[config.mk]
export PLATFORM = sky130hd
export DESIGN_NAME = mem_port_arbiter
export DESIGN_NICKNAME = d
export VERILOG_FILES = /design/src/rtl/mem_port_arbiter.sv
export SDC_FILE = /design/constraint.sdc
export NUM_CORES = 1
export LEC_CHECK = 0
export ABC_AREA = 1
export CORE_MARGIN = 2
export CORE_UTILIZATION = 45
export CTS_CLUSTER_DIAMETER = 30
export DETAILED_ROUTE_END_ITERATION = 12
export PLACE_DENSITY = 0.83
export SETUP_SLACK_MARGIN = 0.5
export SYNTH_ARGS = -nofsm -noshare
export SYNTH_HDL_FRONTEND = slang
export SYNTH_SLANG_ARGS = --single-unit
export TNS_END_PERCENT = 100
[constraint.sdc]
create_clock -name clk -period 3.19 [get_ports clk]
set_clock_uncertainty 0.15 [all_clocks]
set_input_delay 0.7975 -clock clk [delete_from_list [all_inputs] [get_ports clk]]
set_output_delay 0.7975 -clock clk [all_outputs]
set_load 0.02 [all_outputs]
[src/rtl/mem_port_arbiter.sv]
// rtl/mem_port_arbiter.sv - fetch/data arbiter for a shared single-port memory
module mem_port_arbiter #(
  parameter int ADDR_W   = 32,
  parameter int DATA_W   = 32,
  parameter int D_STREAK = 4
) (
  input  logic              clk,
  input  logic              rst_n,
  input  logic              i_req,
  input  logic [ADDR_W-1:0] i_addr,
  output logic [DATA_W-1:0] i_rdata,
  output logic              i_ack,
  input  logic              d_req,
  input  logic              d_we,
  input  logic [ADDR_W-1:0] d_addr,
  input  logic [DATA_W-1:0] d_wdata,
  output logic [DATA_W-1:0] d_rdata,
  output logic              d_ack,
  output logic              mem_req,
  output logic              mem_we,
  output logic [ADDR_W-1:0] mem_addr,
  output logic [DATA_W-1:0] mem_wdata,
  input  logic [DATA_W-1:0] mem_rdata,
  input  logic              mem_ready,
  output logic              busy,
  output logic              owner
);

  typedef enum logic [1:0] {IDLE, BUSY_I, BUSY_D} state_t;

  localparam int SW = (D_STREAK < 1) ? 1 : $clog2(D_STREAK + 1);
  localparam logic [SW-1:0] STREAK_MAX = SW'(D_STREAK);

  state_t        state;
  logic [SW-1:0] streak;
  logic          i_live;
  logic          d_live;
  logic          grant_d;
  logic          grant_i;

  // A requester still showing its ack pulse is masked so a held request is
  // not re-granted on the same edge; data wins ties until the streak limit.
  always_comb begin
    i_live  = i_req & ~i_ack;
    d_live  = d_req & ~d_ack;
    grant_d = d_live & (~i_live | (streak < STREAK_MAX));
    grant_i = i_live & ~grant_d;
  end

  // Arbitration FSM with registered memory strobes, acks and read data.
  always_ff @(posedge clk or negedge rst_n) begin
    if (!rst_n) begin
      state     <= IDLE;
      streak    <= '0;
      mem_req   <= 1'b0;
      mem_we    <= 1'b0;
      mem_addr  <= '0;
      mem_wdata <= '0;
      i_ack     <= 1'b0;
      d_ack     <= 1'b0;
      i_rdata   <= '0;
      d_rdata   <= '0;
      busy      <= 1'b0;
      owner     <= 1'b0;
    end else begin
      i_ack <= 1'b0;
      d_ack <= 1'b0;
      case (state)
        IDLE: begin
          if (!i_live) begin
            streak <= '0;
          end
          if (grant_d) begin
            state     <= BUSY_D;
            mem_req   <= 1'b1;
            mem_we    <= d_we;
            mem_addr  <= d_addr;
            mem_wdata <= d_wdata;
            owner     <= 1'b1;
            busy      <= 1'b1;
            if (i_live) begin
              streak <= streak + 1'b1;
            end
          end else if (grant_i) begin
            state     <= BUSY_I;
            mem_req   <= 1'b1;
            mem_we    <= 1'b0;
            mem_addr  <= i_addr;
            mem_wdata <= '0;
            owner     <= 1'b0;
            busy      <= 1'b1;
            streak    <= '0;
          end
        end
        BUSY_I: begin
          if (mem_ready) begin
            state   <= IDLE;
            mem_req <= 1'b0;
            busy    <= 1'b0;
            i_ack   <= 1'b1;
            i_rdata <= mem_rdata;
          end
        end
        BUSY_D: begin
          if (mem_ready) begin
            state   <= IDLE;
            mem_req <= 1'b0;
            busy    <= 1'b0;
            d_ack   <= 1'b1;
            d_rdata <= mem_we ? '0 : mem_rdata;
          end
        end
        default: begin
          state <= IDLE;
        end
      endcase
    end
  end

endmodule

* Yosys cells after proc, flatten, opt, wreduce, memory -nomap -nowiden *
Cells that the tools add are included.

word-level totals
  memory bits (writable) = 0
  latch bits = 0
  bits in registers = 138
  ROM bits = 0
  bits of input ports = 134
  word-level logic and storage cells = 58
  memories kept = 0
  output and inout bits = 134

operators by class
  reductions and logical operators = 9
  bitwise logic cells = 9
  magnitude comparators = 1
  divide/modulo/power cells = 0
  equal/unequal tests = 4
  mux-type cells = 23
  $mul = 0
  add/sub/neg operators = 1
  shift-type cells = 0

operators by type and width
  operator                                                               count
  32-bit 2-to-1 mux                                                      5
  3-bit 2-to-1 mux                                                       4
  1-bit 2-to-1 mux                                                       9
  2-bit AND reduction                                                    4
  2-bit 2-to-1 mux                                                       3
  1-bit AND                                                              4
  1-bit NOT                                                              4
  2-bit case mux with 2 select lines                                     1
  2-bit nonzero test                                                     2
  3-bit by 1-bit adder with 3-bit output, second input constant          1
  3-bit less-than comparator, second input constant                      1
  3-bit != test, second input constant                                   1
  3-bit AND reduction                                                    1
  2-bit by 1-bit equality test with 1-bit output, second input constant  1
  2-bit equality test, second input constant                             1
  2-bit logical NOT                                                      1
  2-bit by 1-bit != test with 1-bit output, second input constant        1
  1-bit case mux with 2 select lines                                     1
  2-bit OR reduction                                                     1
  1-bit OR                                                               1

* Depth between registers and ports, before layout *
  depth after elaboration = 10
  gate-level depth with buffers = 9
  mapped depth without buffers = 7

* Worst setup path before layout *
OpenSTA, ideal clock, no wires.

  path type = input-to-reg
  from = in i_req
  to = reg mem_addr[14]
  cell stages on the path = 7
  data required time = 2.922 ns
  data arrival time = 1.567 ns
  setup slack = 1.356 ns
  path through = nand2_1 a21oi_4 inv_2 buf_2 buf_2 nand2_1 nand2_1

between the ends
  word-level cells in the longest chain between the ends = 8
  elaborated cells between the ends (all ways) = 9

RTL lines
  what                           line  RTL
  start: declaration             9     input logic i_req,
  1-bit AND (*)                  44    i_live = i_req & ~i_ack;
  1-bit NOT                      46    grant_d = d_live & (~i_live | (streak < STREAK_MAX));
  1-bit OR                       46
  1-bit AND                      46
  1-bit NOT                      47    grant_i = i_live & ~grant_d;
  1-bit AND                      47
  2-bit nonzero test (no line)   -
  2-bit AND reduction (no line)  -
  end signal: assignment         77    mem_addr <= d_addr;
  end signal: assignment         88    mem_addr <= i_addr;
  end: declaration               21    output logic [ADDR_W-1:0] mem_addr,

Mark *: on every way between the ends. The rest lies on a longest branch, timed or not.
A chain may end at the register's enable or synchronous reset.

* Final worst setup path *
  from = reg mem_we
  to = out mem_we

RTL lines
  what                      line  RTL
  start: declaration        20    output logic mem_we,
  start signal: assignment  76    mem_we <= d_we;

No word-level cell between the ends.

==> impl_metrics.yaml <==
logic_synthesis:
  synthTopCellsByArea: "dfrtp_1 58%, nand2_1 23%, nand3_1 5.9%"
  yosysSeqAreaShare: 0.581
  syn_nets: 877
  syn-cell-area_mm2: 0.00595
  ys_types: 18
  yosysTopAreaCell: "dfrtp_1"
  synth_warnings: 0
  synth_cells: 738
  avgSynthCellArea_um2: 8.06
  ys_ff_latch: 138
  synth_top_area_frac: 0.581
power:
  leakage_nw: 4.76
  p_per_area_mw_per_mm2: 996
  ir_drop_mv: 0.667
floorplan:
  initial_core_util: 0.465
  die_y_um: 119
  chipWidth_um: 119
  num_io_pins: 268
  fp.coreArea_mm2: 0.0128
  num_rows: 41
  die-area_mm2: 0.0141
timing:
  max_freq_mhz: 392
  final-setup-viol-count: 0
  tns_ps: 0
  hold_viol: 0
  fin_crit_ps: 2550
  fin_crit_sh: 0.800
  drv_slew: 0
  rsz0062_at_grt: "false"
  relSlewSlack: 0.263
  tightest_slew_ps: 1110
worst_hold_path:
  hold_class: "in -> async"
global_routing:
  antenna_found_initial: 0
  grt_pass1_vias: 5689
  grt_pass1_wl_um: 28800
  gr-total-overflow: 0
  track_usage: 0.257
  grt_max_degree: 66
worst_setup_path:
  slowest_stage: "clkdlybuf4s50_1"
  cp_num_buf_inv: 1
  max_stage_delay_ps: 670
  start_kind: "flop"
  worst-path-max-fanout: 7
  worstPathRequired_ps: 2240
  cp_data_arrival_time_ps: 1610
  cp_cell_sequence: "clkdlybuf4s50_1"
  critPathTopFamily: "buffers and inverters"
  cp-end-kind: "primary output"
  r2r_start: "state[0]"
  crit_path_start: "mem_we"
  criticalPathCategory: "reg -> out"
route:
  vias_per_cell: 4.84
  routedWlPerCell_um: 14.9
  drc: 0
  num_vias: 5698
  drt_iter0_drc: 472
  finalWirelength_um: 17600
  antenna_left: 0
  drt_pre_antenna_iters: 5
clock_network:
  insertion_delay_ps: 410
  clockBufferDepth: 2
  cts_tree: "done"
  root_buffer: "clkbuf_16"
  holdBufCountCts: 0
  htree_levels: 4
  clk_pin_slew_worst_paths_ps: 60
  cts_setup_buffers: 0
  cts.repair.resized: 0
  numCtsBuffers: 17
  cts_sinks: 138
flow_run:
  drv_cap: 0
place:
  placed_cells: 1147
  place_congestion: 0.841
  dp_hpwl_um: 12200
  port-buffer-count: 267
cells_and_area:
  fin_util: 0.729
  drive_gt1_frac: 0.0468
  final-instance-count-excl-fill: 1177
  final_nets: 1133
  n_antenna_cell: 0
  synthToLayoutAreaGrowth_pct: 56.7
outcome:
  status: "completed"
-- flip-flops by register name, summed over array words and instances (netlist names) --
register,cells
d_rdata,32
busy,1
owner,1
streak,3
mem_wdata,32
i_rdata,32
mem_addr,32
i_ack,1
mem_we,1
state,2
d_ack,1
-- per-stage QoR --
step	power (mW)	hold WS [ps]	worst slack, ps	area (um2)
after floorplan	5.21	307	1360	5950
final	9.28	204	637	9320
after CTS	9.37	231	610	9320
after global routing	9.86	248	576	9320
after detailed placement	7.43	308	418	8760
after global placement	7.33	303	487	8760
-- where the power goes --
part / internal (mW) / leakage, nW / total, mW / switching [mW]
sequential: 2.55 / 1.74 / 3.01 / 0.457
combinational: 1.94 / 2.74 / 4.39 / 2.46
clock: 1.17 / 0.282 / 1.88 / 0.704
total: 5.66 / 4.76 / 9.28 / 3.62
-- logic make-up after synthesis --
group                    count (synthesis)  synth area share
adder cells (fa/ha/maj)                  5            0.0105
buffers and inverters                  122            0.0810
flip-flops                             138             0.581
AND/OR/NAND/NOR                        431             0.288
AO/OA/AOI/OAI                           42            0.0396
-- area by class of cell --
cell class                 instances  area [um2]
clock inverter                     9        98.8
fill                             968        3460
timing repair buffer             275        2760
inverter                          84         315
sequential                       138        3450
clock buffer                      21         460
multi-input combinational        478        2010
tap                              172         215
-- Yosys cell counts --
cell / number
nand2_1: 357
dfrtp_1: 138
inv_1: 78
nand3_1: 70
o21ai_0: 35
clkbuf_1: 17
buf_2: 16
inv_2: 6
ha_1: 5
o31ai_1: 5
buf_1: 4
a21oi_4: 1
buf_4: 1
nand4_1: 1
nor2_1: 1
nor2_2: 1
o22ai_1: 1
or2_2: 1
-- path summary, 6_finish.rpt --
path | end | slack, ps | cells past startpoint
worst max register to register | mem_wdata[28] | 940 | 7
min in group clk | mem_wdata[1] | 320 | 2
worst min-delay path | mem_wdata[15] | 200 | 1
max in group asynchronous | mem_wdata[26] | 1930 | 2
worst max-delay path | mem_we | 640 | 1
worst min register to register | mem_wdata[1] | 320 | 2
-- cell usage in the layout (no fill, tap or decap) --
master           synthesis  layout
o22ai_1                  1       1
inv_2                    6       6
clkbuf_1                17       2
buf_12                   0       2
clkinv_2                 0       6
nor2_1                   1       1
ha_1                     5       5
clkdlybuf4s50_1          0     266
nand4_1                  1       1
clkbuf_8                 0       2
bufinv_16                0       2
clkinv_4                 0       1
dfrtp_1                138     138
nand2_1                357     356
buf_6                    0       1
o21ai_0                 35      35
o31ai_1                  5       5
nand3_1                 70      70
nand2_2                  0       1
a21oi_4                  1       1
clkbuf_16                0      17
or2_2                    1       1
inv_1                   78      78
buf_4                    1       6
nor2_2                   1       1
-- per-layer routing --
layer / vias to the layer above / wire [um] / share of wire / track usage
met5: - / 0 / 0 / 0
met4: 0 / 503 / 0.029 / 0.100
met3: 36 / 1510 / 0.086 / 0.0843
met2: 238 / 8500 / 0.48 / 0.422
met1: 2674 / 7060 / 0.40 / 0.313
li1: 2750 / - / - / -
Power figures use the tool's default switching activity.
